`src/rtl/instr_encoder_pkg.sv`:
```
// Shared definitions for the instruction encoder: field widths, opcode map
// and the one-hot class decode used when words are enqueued.
package instr_encoder_pkg;

  localparam int OPC_W   = 4;
  localparam int FLD_W   = 6;
  localparam int INSTR_W = 16;
  localparam int CLS_W   = 4;

  typedef enum logic [OPC_W-1:0] {
    OP_NOP  = 4'h0,
    OP_ADD  = 4'h1,
    OP_SUB  = 4'h2,
    OP_AND  = 4'h3,
    OP_OR   = 4'h4,
    OP_XOR  = 4'h5,
    OP_SHL  = 4'h6,
    OP_SHR  = 4'h7,
    OP_LDI  = 4'h8,
    OP_LUI  = 4'h9,
    OP_MOV  = 4'hA,
    OP_MOVS = 4'hB,
    OP_LD   = 4'hC,
    OP_ST   = 4'hD,
    OP_RSVE = 4'hE,
    OP_RSVF = 4'hF
  } opcode_e;

  // Returns {MOV, IMM, MEM, ALU}; NOP and the reserved codes decode to zero.
  function automatic logic [CLS_W-1:0] class_decode(input logic [OPC_W-1:0] op);
    logic alu, mem, imm, mov;
    alu = ~op[3] & (op[2:0] != 3'b000);
    mem = op[3] & op[2] & ~op[1];
    imm = op[3] & ~op[2] & ~op[1];
    mov = op[3] & ~op[2] & op[1];
    return {mov, imm, mem, alu};
  endfunction

endpackage

```
`src/rtl/instr_encoder_fifo.sv`:
```
// enc_fifo: DEPTH-entry FIFO whose head word is held in an output register,
// so readers never see a combinational path from the write port.
module enc_fifo #(
  parameter int DEPTH = 4,
  parameter int WIDTH = 20
) (
  input  logic                     clk,
  input  logic                     rst_n,
  input  logic                     wr_en,
  input  logic [WIDTH-1:0]         wr_data,
  input  logic                     rd_en,
  output logic [WIDTH-1:0]         rd_data,
  output logic [$clog2(DEPTH):0]   count
);

  localparam int AW = $clog2(DEPTH);

  logic [WIDTH-1:0] mem [DEPTH];
  logic [AW-1:0]    wr_ptr_reg, wr_ptr_next;
  logic [AW-1:0]    rd_ptr_reg, rd_ptr_next;
  logic [AW:0]      count_reg, count_next;
  logic [WIDTH-1:0] head_reg, head_next;

  always_comb begin
    wr_ptr_next = wr_en ? wr_ptr_reg + AW'(1) : wr_ptr_reg;
    rd_ptr_next = rd_en ? rd_ptr_reg + AW'(1) : rd_ptr_reg;
    count_next  = count_reg + (AW+1)'(wr_en) - (AW+1)'(rd_en);
    head_next   = head_reg;
    // The new head is the word being written only when it lands in the slot
    // the read pointer moves to; otherwise it already sits in the array.
    if (wr_en && (wr_ptr_reg == rd_ptr_next)) begin
      head_next = wr_data;
    end else if (count_next != '0) begin
      head_next = mem[rd_ptr_next];
    end
  end

  always_ff @(posedge clk) begin
    if (wr_en) begin
      mem[wr_ptr_reg] <= wr_data;
    end
  end

  always_ff @(posedge clk or negedge rst_n) begin
    if (!rst_n) begin
      wr_ptr_reg <= '0;
      rd_ptr_reg <= '0;
      count_reg  <= '0;
      head_reg   <= '0;
    end else begin
      wr_ptr_reg <= wr_ptr_next;
      rd_ptr_reg <= rd_ptr_next;
      count_reg  <= count_next;
      head_reg   <= head_next;
    end
  end

  assign rd_data = head_reg;
  assign count   = count_reg;

endmodule

```
`src/rtl/instr_encoder.sv`:
```
// Packs opcode/A/B into 16-bit instruction words, tags each with its one-hot
// class and queues them. INSTR_ENC_ILLEGAL_CHECK_EN drops reserved opcodes.
module instr_encoder
  import instr_encoder_pkg::*;
#(
  parameter int DEPTH = 4
) (
  input  logic                    clk,
  input  logic                    rst_n,
  input  logic                    in_valid,
  output logic                    in_ready,
  input  logic [OPC_W-1:0]        in_opcode,
  input  logic [FLD_W-1:0]        in_a,
  input  logic [FLD_W-1:0]        in_b,
  output logic                    out_valid,
  input  logic                    out_ready,
  output logic [INSTR_W-1:0]      instr_out,
  output logic [CLS_W-1:0]        out_class,
  output logic                    err,
  output logic [$clog2(DEPTH):0]  count
);

  localparam int CW = $clog2(DEPTH) + 1;

  logic                       ready_en_reg;
  logic                       accept;
  logic                       wr_en;
  logic                       rd_en;
  logic [INSTR_W-1:0]         word;
  logic [CLS_W-1:0]           cls;
  logic [INSTR_W+CLS_W-1:0]   head;

  // Holds in_ready low through reset and releases it on the first clock after.
  always_ff @(posedge clk or negedge rst_n) begin
    if (!rst_n) begin
      ready_en_reg <= 1'b0;
    end else begin
      ready_en_reg <= 1'b1;
    end
  end

  assign out_valid = (count != '0);
  assign rd_en     = out_valid & out_ready;
  assign in_ready  = ready_en_reg & ((count < CW'(DEPTH)) | rd_en);
  assign accept    = in_valid & in_ready;
  assign word      = {in_opcode, in_a, in_b};
  assign cls       = class_decode(in_opcode);

`ifdef INSTR_ENC_ILLEGAL_CHECK_EN
  opcode_e opcode;
  logic    reserved;
  logic    err_reg;

  assign opcode   = opcode_e'(in_opcode);
  assign reserved = (opcode == OP_RSVE) | (opcode == OP_RSVF);
  assign wr_en    = accept & ~reserved;

  always_ff @(posedge clk or negedge rst_n) begin
    if (!rst_n) begin
      err_reg <= 1'b0;
    end else begin
      err_reg <= accept & reserved;
    end
  end

  assign err = err_reg;
`else
  assign wr_en = accept;
  assign err   = 1'b0;
`endif

  enc_fifo #(
    .DEPTH (DEPTH),
    .WIDTH (INSTR_W + CLS_W)
  ) u_fifo (
    .clk     (clk),
    .rst_n   (rst_n),
    .wr_en   (wr_en),
    .wr_data ({cls, word}),
    .rd_en   (rd_en),
    .rd_data (head),
    .count   (count)
  );

  assign instr_out = head[INSTR_W-1:0];
  assign out_class = head[INSTR_W +: CLS_W];

endmodule

```
`config.mk`:
```
export PLATFORM = sky130hd
export DESIGN_NAME = instr_encoder
export DESIGN_NICKNAME = d
export VERILOG_FILES = /design/src/rtl/instr_encoder_pkg.sv /design/src/rtl/instr_encoder_fifo.sv /design/src/rtl/instr_encoder.sv
export SDC_FILE = /design/constraint.sdc
export NUM_CORES = 1
export LEC_CHECK = 0
export ABC_AREA = 0
export CAP_MARGIN = 25
export CORE_MARGIN = 2
export CORE_UTILIZATION = 45
export DETAILED_ROUTE_END_ITERATION = 16
export HOLD_SLACK_MARGIN = 0.02
export PLACE_DENSITY = 0.73
export SETUP_SLACK_MARGIN = 0.2
export SLEW_MARGIN = 20
export SYNTH_ARGS = -nofsm -noshare
export SYNTH_HDL_FRONTEND = slang
export SYNTH_SLANG_ARGS = --single-unit
```
`constraint.sdc`:
```
create_clock -name clk -period 3.6 [get_ports clk]
set_input_delay 0.54 -clock clk [delete_from_list [all_inputs] [get_ports clk]]
set_output_delay 0.54 -clock clk [all_outputs]
set_load 0.05 [all_outputs]
```
==> load_flow_metrics.sql, run 1 <==
INSERT INTO impl_metrics (metric_group, metric, value, unit) VALUES
('layout', 'layout-drive-gt1-share', '8.53', '%'),
('place', 'buffer_ports.inserted', '44', ''),
('floorplan', 'die_area', '0.0114', 'sq mm'),
('floorplan', 'core_ar', '0.0103', 'sq mm'),
('layout', 'final_util', '53.7', '%'),
('clocking', 'cts_made_buffers', '9', ''),
('global_routing', 'antenna_found_initial', '0', ''),
('worst_hold_path', 'hold_depth', '2', ''),
('global_routing', 'grt.busiest_layer', 'met2', ''),
('routing', 'drc', '0', ''),
('floorplan', 'num_io_pins', '46', ''),
('global_routing', 'grt_max_degree', '39', ''),
('clocking', 'insertion_delay', '0.35', 'ns'),
('sta', 'min_period_over_period', '82.2', '%'),
('layout', 'largest_register_ffs', '80', ''),
('sta', 'report.final.setup_viol', '0', ''),
('routing', 'ant_nets', '0', ''),
('clocking', 'tritoncts', 'done', ''),
('sta', 'final_period_minus_worst_setup_slack', '2.96', 'ns'),
('power', 'power_density', '915', 'mW/mm^2'),
('power', 'total_leakage_power', '2.00', 'nW'),
('synthesis', 'synthDistinctLibCells', '37', ''),
('layout', 'areaGrowthSynthToFinish', '16.3', '%'),
('synthesis', 'yosys-mux-area-fraction', '3.36', '%'),
('setup_path', 'timing.critical_path.to_type', 'register', ''),
('floorplan', 'die_x', '107', 'microns'),
('global_routing', 'grt.met3_usage', '3.77', '%'),
('sta', 'totalNegativeSetupSlack', '0', 'ns'),
('layout', 'antenna-diode-count', '0', ''),
('synthesis', 'post_synth_instance_area', '0.00477', 'sq mm'),
('setup_path', 'critical_path.max_fanout', '8', ''),
('clocking', 'cts-htree-levels', '3', ''),
('power', 'total_power', '5.08', 'mW'),
('setup_path', 'logic_depth_of_the_worst_register_to_register_path', '11', ''),
('setup_path', 'timing_worst_setup_path_type', 'in -> reg', ''),
('run_status', 'run_status', 'completed', ''),
('global_routing', 'grt_pass1_wl', '16.4', 'mm'),
('setup_path', 'crit_path_start_kind', 'input pin', ''),
('routing', 'number_of_optimization_iterations_in_the_first_detailed_route_pass', '7', ''),
('synthesis', 'largest_family_of_logic_cells_by_synthesized_area', 'compound AO/OA/AOI/OAI gates', ''),
('sta', 'report.final.slew_viol_count', '0', ''),
('place', 'hpwl', '6.17', 'mm'),
('clocking', 'ctsResizeCount', '0', ''),
('synthesis', 'synth_warnings', '0', ''),
('layout', 'count_of_nets_after_finishing', '444', ''),
('routing', 'drt-total-wl', '10.5', 'mm'),
('routing', 'detail_route.wl_per_cell', '18.7', 'microns'),
('synthesis', 'syn_inst', '375', ''),
('setup_path', 'cp_slowest_stage_delay', '0.48', 'ns'),
('place', 'routabilityCongestion', '0.751', ''),
('synthesis', 'synthAdderAreaFrac', '1.99', '%'),
('setup_path', 'critPathMostFrequentCell', 'ha_1', ''),
('setup_path', 'cp_slowest_cell', 'clkdlybuf4s50_1', ''),
('setup_path', 'cp_data_required_time', '3.84', 'ns'),
('sta', 'max_freq', '0.338', 'GHz'),
('setup_path', 'worstPathArrival', '3.20', 'ns'),
('synthesis', 'synth.avg_cell_area', '12.7', 'sq um'),
('routing', 'viasPerCell', '5.76', ''),
('global_routing', 'grt_overflow_total', '0', ''),
('synthesis', 'synth-compound-area-share', '13.3', '%'),
('sta', 'grt_setup_unrepaired', 'no', ''),
('global_routing', 'first_global_vias', '3178', ''),
('global_routing', 'grt_use_total', '19.0', '%'),
('global_routing', 'grt.met1_usage', '24.5', '%'),
('sta', 'holdWs', '0.568', 'ns'),
('floorplan', 'die_y', '107', 'microns'),
('clocking', 'clk_path_buf_depth', '2', ''),
('clocking', 'clkTransAtPathRegs', '0.09', 'ns'),
('routing', 'drt_first_iter_violations', '307', ''),
('routing', 'via_count', '3215', ''),
('flow_run', 'drv.max_cap_violation_count', '0', '');
[where the power goes]
group / switching, mW / internal [mW]
logic: 1.62 / 1.04
clock network: 0.375 / 0.245
registers: 0.181 / 1.61
total: 2.18 / 2.90
[per-layer routing]
layer  vias to the layer above  wire length, microns
met2                       114                  5190
li1                       1490                     -
met3                        11                   607
met5                         -                     0
met1                      1600                  4510
met4                         0                   144
[worst paths after layout]
kind / startpoint / to / slack (ns)
hold reg to reg: u_fifo.rd_data[10]$_DFFE_PN0P_ / u_fifo.rd_data[10]$_DFFE_PN0P_ / 0.57
hold / removal: u_fifo.rd_data[10]$_DFFE_PN0P_ / u_fifo.rd_data[10]$_DFFE_PN0P_ / 0.57
max in group asynchronous: rst_n / u_fifo.rd_data[11]$_DFFE_PN0P_ / 2.20
min in group asynchronous: rst_n / u_fifo.rd_data[14]$_DFFE_PN0P_ / 0.67
setup reg to reg: u_fifo.count[2]$_DFF_PN0_ / u_fifo.rd_data[13]$_DFFE_PN0P_ / 0.65
setup / recovery: out_ready / u_fifo.rd_data[13]$_DFFE_PN0P_ / 0.64
[layout make-up]
class,instances,area [sq um]
flip-flops and latches,108,3110
clock inverters,6,31.3
well taps,136,170
multi-input cells,232,1520
fillers,828,4780
inverters,8,30.0
clock buffers,10,128
repair buffers,58,558
[synth_stat cells (all sizes together)]
cell type	count	area, sq um
xnor3	3	67.6
and3b	2	17.5
xnor2	3	45.1
inv	8	30.0
and3	1	6.26
fa	1	20.0
nor3	2	15.0
a32oi	12	105
o22a	8	70.1
dfrtp	28	701
a21oi	24	120
nor3b	1	7.51
or2	1	6.26
or3	1	6.26
nand2b	3	18.8
mux2i	16	160
edfxtp	80	2400
o21ai	17	85.1
nor2	14	52.6
conb	2	7.51
nand2	57	214
nand3	25	125
o31ai	2	33.8
ha	6	75.1
buf	12	65.1
o311ai	1	8.76
clkbuf	15	56.3
and2	6	37.5
o221ai	24	210
[critical path, delay by kind of cell]
family,cells,cell delay [ns]
fa+ha+maj,3,0.82
buf+inv,3,0.58
simple gates,2,0.57
compound gates,3,0.43
xor+xnor,1,0.26
[placed cells by master (no fill, tap or decap), drive strengths merged, types with 2 or more instances in the layout]
cell            n
edfxtp         80
nand2          57
clkdlybuf4s50  44
dfrtp          28
nand3          25
o221ai         24
a21oi          24
o21ai          17
mux2i          16
nor2           14
buf            14
a32oi          12
clkbuf         10
o22a            8
inv             8
and2            6
ha              6
clkinv          5
nand2b          3
xnor3           3
xnor2           3
and3b           2
conb            2
nor3            2
o31ai           2
[per-stage QoR]
| stage | area (sq um) | worst slack (ns) | std cells |
|---|---|---|---|
| global placement | 5380 | 0.415 | 541 |
| CTS | 5540 | 0.643 | 557 |
| floorplan | 4780 | 0.227 | 375 |
| detailed placement | 5380 | 0.288 | 541 |
| finish | 5550 | 0.642 | 558 |
| global route | 5550 | 0.479 | 558 |
[cell families after synthesis]
logic type               count (synthesis)
other                                    2
XOR/XNOR                                 6
buffers and inverters                   35
multiplexers                            16
AO/OA/AOI/OAI                           88
flip-flops                             108
AND/OR/NAND/NOR                        113
adder cells (fa/ha/maj)                  7
Note: power is estimated with default switching activity, not from simulation.
==> run 2: changes to the inputs <==
--- a/config.mk
+++ b/config.mk
@@ -11,7 +11,7 @@
 export CORE_UTILIZATION = 45
 export DETAILED_ROUTE_END_ITERATION = 16
 export HOLD_SLACK_MARGIN = 0.02
-export PLACE_DENSITY = 0.73
+export PLACE_DENSITY = 0.76
 export SETUP_SLACK_MARGIN = 0.2
 export SLEW_MARGIN = 20
 export SYNTH_ARGS = -nofsm -noshare
==> constraint.sdc (replaced) <==
create_clock -name clk -period 2.4 [get_ports clk]
set_input_delay 0.36 -clock clk [delete_from_list [all_inputs] [get_ports clk]]
set_output_delay 0.36 -clock clk [all_outputs]
set_load 0.05 [all_outputs]
==> run 2 against run 1 <==
The flow now finishes with violations (setup timing). Power is 74% higher. Clock skew grew 0.0038 ns. Register-to-register slack worse by 1.1 ns. Critical endpoint is now u_fifo.rd_data[7]$_DFFE_PN0P_.
==> load_flow_metrics.sql, run 2 (synthesized netlist as in run 1, its figures left out) <==
INSERT INTO impl_metrics (metric_group, metric, value, unit) VALUES
('floorplan', 'num_io_pins', '46', ''),
('routing', 'drc', '0', ''),
('global_routing', 'antenna_found_initial', '0', ''),
('global_routing', 'first_global_vias', '3343', ''),
('floorplan', 'initial_utilization', '46.2', '%'),
('power', 'worst_ir_drop_vdd', '0.844', 'mV'),
('routing', 'viasPerCell', '5.83', ''),
('power', 'clkPwrFrac', '12.9', '%'),
('clocking', 'insertion_delay', '0.37', 'ns'),
('sta', 'totalNegativeSetupSlack', '-7.15', 'ns'),
('global_routing', 'grt_overflow_total', '0', ''),
('setup_path', 'logic_depth_of_the_worst_register_to_register_path', '13', ''),
('clocking', 'cts-htree-levels', '3', ''),
('clocking', 'cts.sink_count', '108', ''),
('setup_path', 'critical_path.max_fanout', '8', ''),
('sta', 'min_period_over_period', '118', '%'),
('clocking', 'clkTransAtPathRegs', '0.11', 'ns'),
('global_routing', 'grt_max_degree', '39', ''),
('setup_path', 'timing.critical_path.to_type', 'register', ''),
('routing', 'via_count', '3355', ''),
('layout', 'count_of_nets_after_finishing', '461', ''),
('routing', 'drt_first_iter_violations', '286', ''),
('sta', 'slew_at_the_pin_closest_to_its_max_slew_limit', '0.683', 'ns'),
('floorplan', 'die_area', '0.0114', 'sq mm'),
('layout', 'layout.filler_cells', '808', ''),
('layout', 'areaGrowthSynthToFinish', '25.8', '%'),
('global_routing', 'global_route.usage.met2', '33.9', '%'),
('global_routing', 'grt.met1_usage', '25.0', '%'),
('run_status', 'run_status', 'finished with violations', ''),
('power', 'cell_internal_pwr', '5.16', 'mW'),
('global_routing', 'grt_use_total', '19.6', '%'),
('sta', 'max_freq', '0.353', 'GHz'),
('clocking', 'tritoncts', 'done', ''),
('routing', 'drt-total-wl', '11.0', 'mm'),
('power', 'total_leakage_power', '2.17', 'nW'),
('power', 'power_density', '1470', 'mW/mm^2'),
('layout', 'layout-drive-gt1-share', '17.3', '%'),
('power', 'p_seq_share', '30.1', '%'),
('setup_path', 'cp_data_required_time', '2.65', 'ns'),
('layout', 'most_common_cell_after_layout_fill_and_taps_aside', 'edfxtp_1', ''),
('power', 'power_frac_comb', '57.0', '%'),
('floorplan', 'fp-row-count', '37', ''),
('global_routing', 'grt.busiest_layer', 'met2', ''),
('routing', 'number_of_optimization_iterations_in_the_first_detailed_route_pass', '5', ''),
('layout', 'mostFrequentLayoutCells', '80 x edfxtp_1, 57 x nand2_1, 42 x clkdlybuf4s50_1', ''),
('global_routing', 'grt_pass1_wl', '17.0', 'mm'),
('floorplan', 'die_x', '107', 'microns'),
('place', 'routabilityCongestion', '0.745', ''),
('sta', 'grt_setup_unrepaired', 'yes', ''),
('sta', 'holdWs', '0.387', 'ns'),
('setup_path', 'crit_path_start_kind', 'register', ''),
('sta', 'timing_hold_violations_final', '0', ''),
('floorplan', 'core_ar', '0.0103', 'sq mm'),
('global_routing', 'grt.met3_usage', '3.53', '%'),
('clocking', 'postCtsHoldBufs', '0', ''),
('sta', 'postLayoutSetupSlackWorst', '-0.437', 'ns'),
('clocking', 'clk_path_buf_depth', '2', ''),
('sta', 'max_slew_margin', '54.4', '%'),
('place', 'buffer_ports.inserted', '44', ''),
('run_status', 'violated_checks', 'setup timing', ''),
('floorplan', 'die_y', '107', 'microns'),
('place', 'hpwl', '6.29', 'mm'),
('routing', 'ant_nets', '0', ''),
('worst_hold_path', 'min_path_type', 'in -> async', ''),
('flow_run', 'drv.max_cap_violation_count', '0', ''),
('clocking', 'cts_made_buffers', '9', ''),
('power', 'power_switching', '3.69', 'mW'),
('sta', 'worst_clock_skew', '0.0110', 'ns'),
('sta', 'report.final.slew_viol_count', '0', ''),
('layout', 'largest_register_ffs', '80', ''),
('power', 'sw_frac_of_total', '41.7', '%'),
('routing', 'detail_route.wl_per_cell', '19.2', 'microns'),
('setup_path', 'worstPathArrival', '3.08', 'ns'),
('setup_path', 'timing_worst_setup_path_type', 'reg -> reg', ''),
('sta', 'report.final.setup_viol', '20', ''),
('clocking', 'cts.root.buffer_cell', 'clkbuf_8', ''),
('layout', 'antenna-diode-count', '0', ''),
('sta', 'final_period_minus_worst_setup_slack', '2.84', 'ns');
run 2: changes by cell type in the layout (fill, tap and decap cells not counted), sizes merged:
cell	delta
clkinvlp	+1
buf	+17
bufinv	+1
clkinv	-3
inv	+2
dlygate4sd2	+1
clkdlybuf4s50	-2
run 2: repair_timing:
| action | CTS | global route |
|---|---|---|
| endpoints found under the setup margin | 21 | 20 |
| gates cloned | 1 | 1 |
| gates resized for setup | 6 | 17 |
| buffers inserted | 3 | 3 |
| endpoints found under the hold margin | 0 | 0 |
| pin swaps | 5 | 12 |
run 2: worst max-delay path, cell delays in order, from the launching register on:
cell	delay [ns]
dfrtp_2	0.43
o31ai_4	0.27
inv_2	0.08
ha_4	0.27
inv_2	0.04
ha_4	0.15
fa_2	0.33
xnor3_2	0.27
nor3_4	0.21
buf_6	0.15
clkbuf_16	0.16
a21oi_1	0.05
a32oi_1	0.22
a21oi_1	0.10
run 2: path summary, 6_finish.rpt:
path	startpoint	endpoint	slack (ns)
min in group clk	u_fifo.rd_data[6]$_DFFE_PN0P_	u_fifo.rd_data[6]$_DFFE_PN0P_	0.59
max in group asynchronous	rst_n	u_fifo.count[1]$_DFF_PN0_	1.68
setup reg to reg	u_fifo.count[2]$_DFF_PN0_	u_fifo.rd_data[7]$_DFFE_PN0P_	-0.44
setup / recovery	u_fifo.count[2]$_DFF_PN0_	u_fifo.rd_data[7]$_DFFE_PN0P_	-0.44
hold reg to reg	u_fifo.rd_data[6]$_DFFE_PN0P_	u_fifo.rd_data[6]$_DFFE_PN0P_	0.59
hold / removal	rst_n	u_fifo.rd_data[10]$_DFFE_PN0P_	0.39
run 2: final cells by class:
type                            count  area [sq um]  share of cell area, %
Multi-Input combinational cell    232          1630                   27.1
Sequential cell                   108          3110                   51.8
Timing Repair Buffer               75           856                   14.3
Clock inverter                      7          85.1                   1.42
Inverter                            8          30.0                  0.500
Tap cell                          136           170                   2.84
Clock buffer                        9           124                   2.06
run 2: power by group through the flow:
stage               sequential (mW)  clock [mW]  combinational (mW)
finish                         2.66        1.14                5.04
global route                   2.70        1.23                5.38
global placement               2.69           0                4.21
detailed placement             2.69           0                4.37
floorplan                      3.34           0                2.33
CTS                            2.66        1.16                4.63
run 2: metal layers:
| metal | wire (microns) | share of wire, % | vias to the layer above |
|---|---|---|---|
| met2 | 5730 | 52 | 162 |
| li1 | - | - | 1523 |
| met1 | 4360 | 40 | 1647 |
| met3 | 741 | 6.7 | 23 |
| met5 | 0 | 0 | - |
| met4 | 185 | 1.7 | 0 |
run 2: metrics by stage:
step | power (mW) | instances | utilization [%] | setup slack, ns | cell area, sq um
3_5_place_dp | 7.06 | 551 | 54.4 | -0.641 | 5620
2_1_floorplan | 5.67 | 375 | - | -0.821 | 4850
3_3_place_gp | 6.90 | 551 | 54.4 | -0.530 | 5620
6_report | 8.84 | 575 | 58.1 | -0.437 | 6000
4_1_cts | 8.45 | 571 | 57.0 | -0.334 | 5890
5_1_grt | 9.31 | 575 | 58.1 | -0.525 | 6000
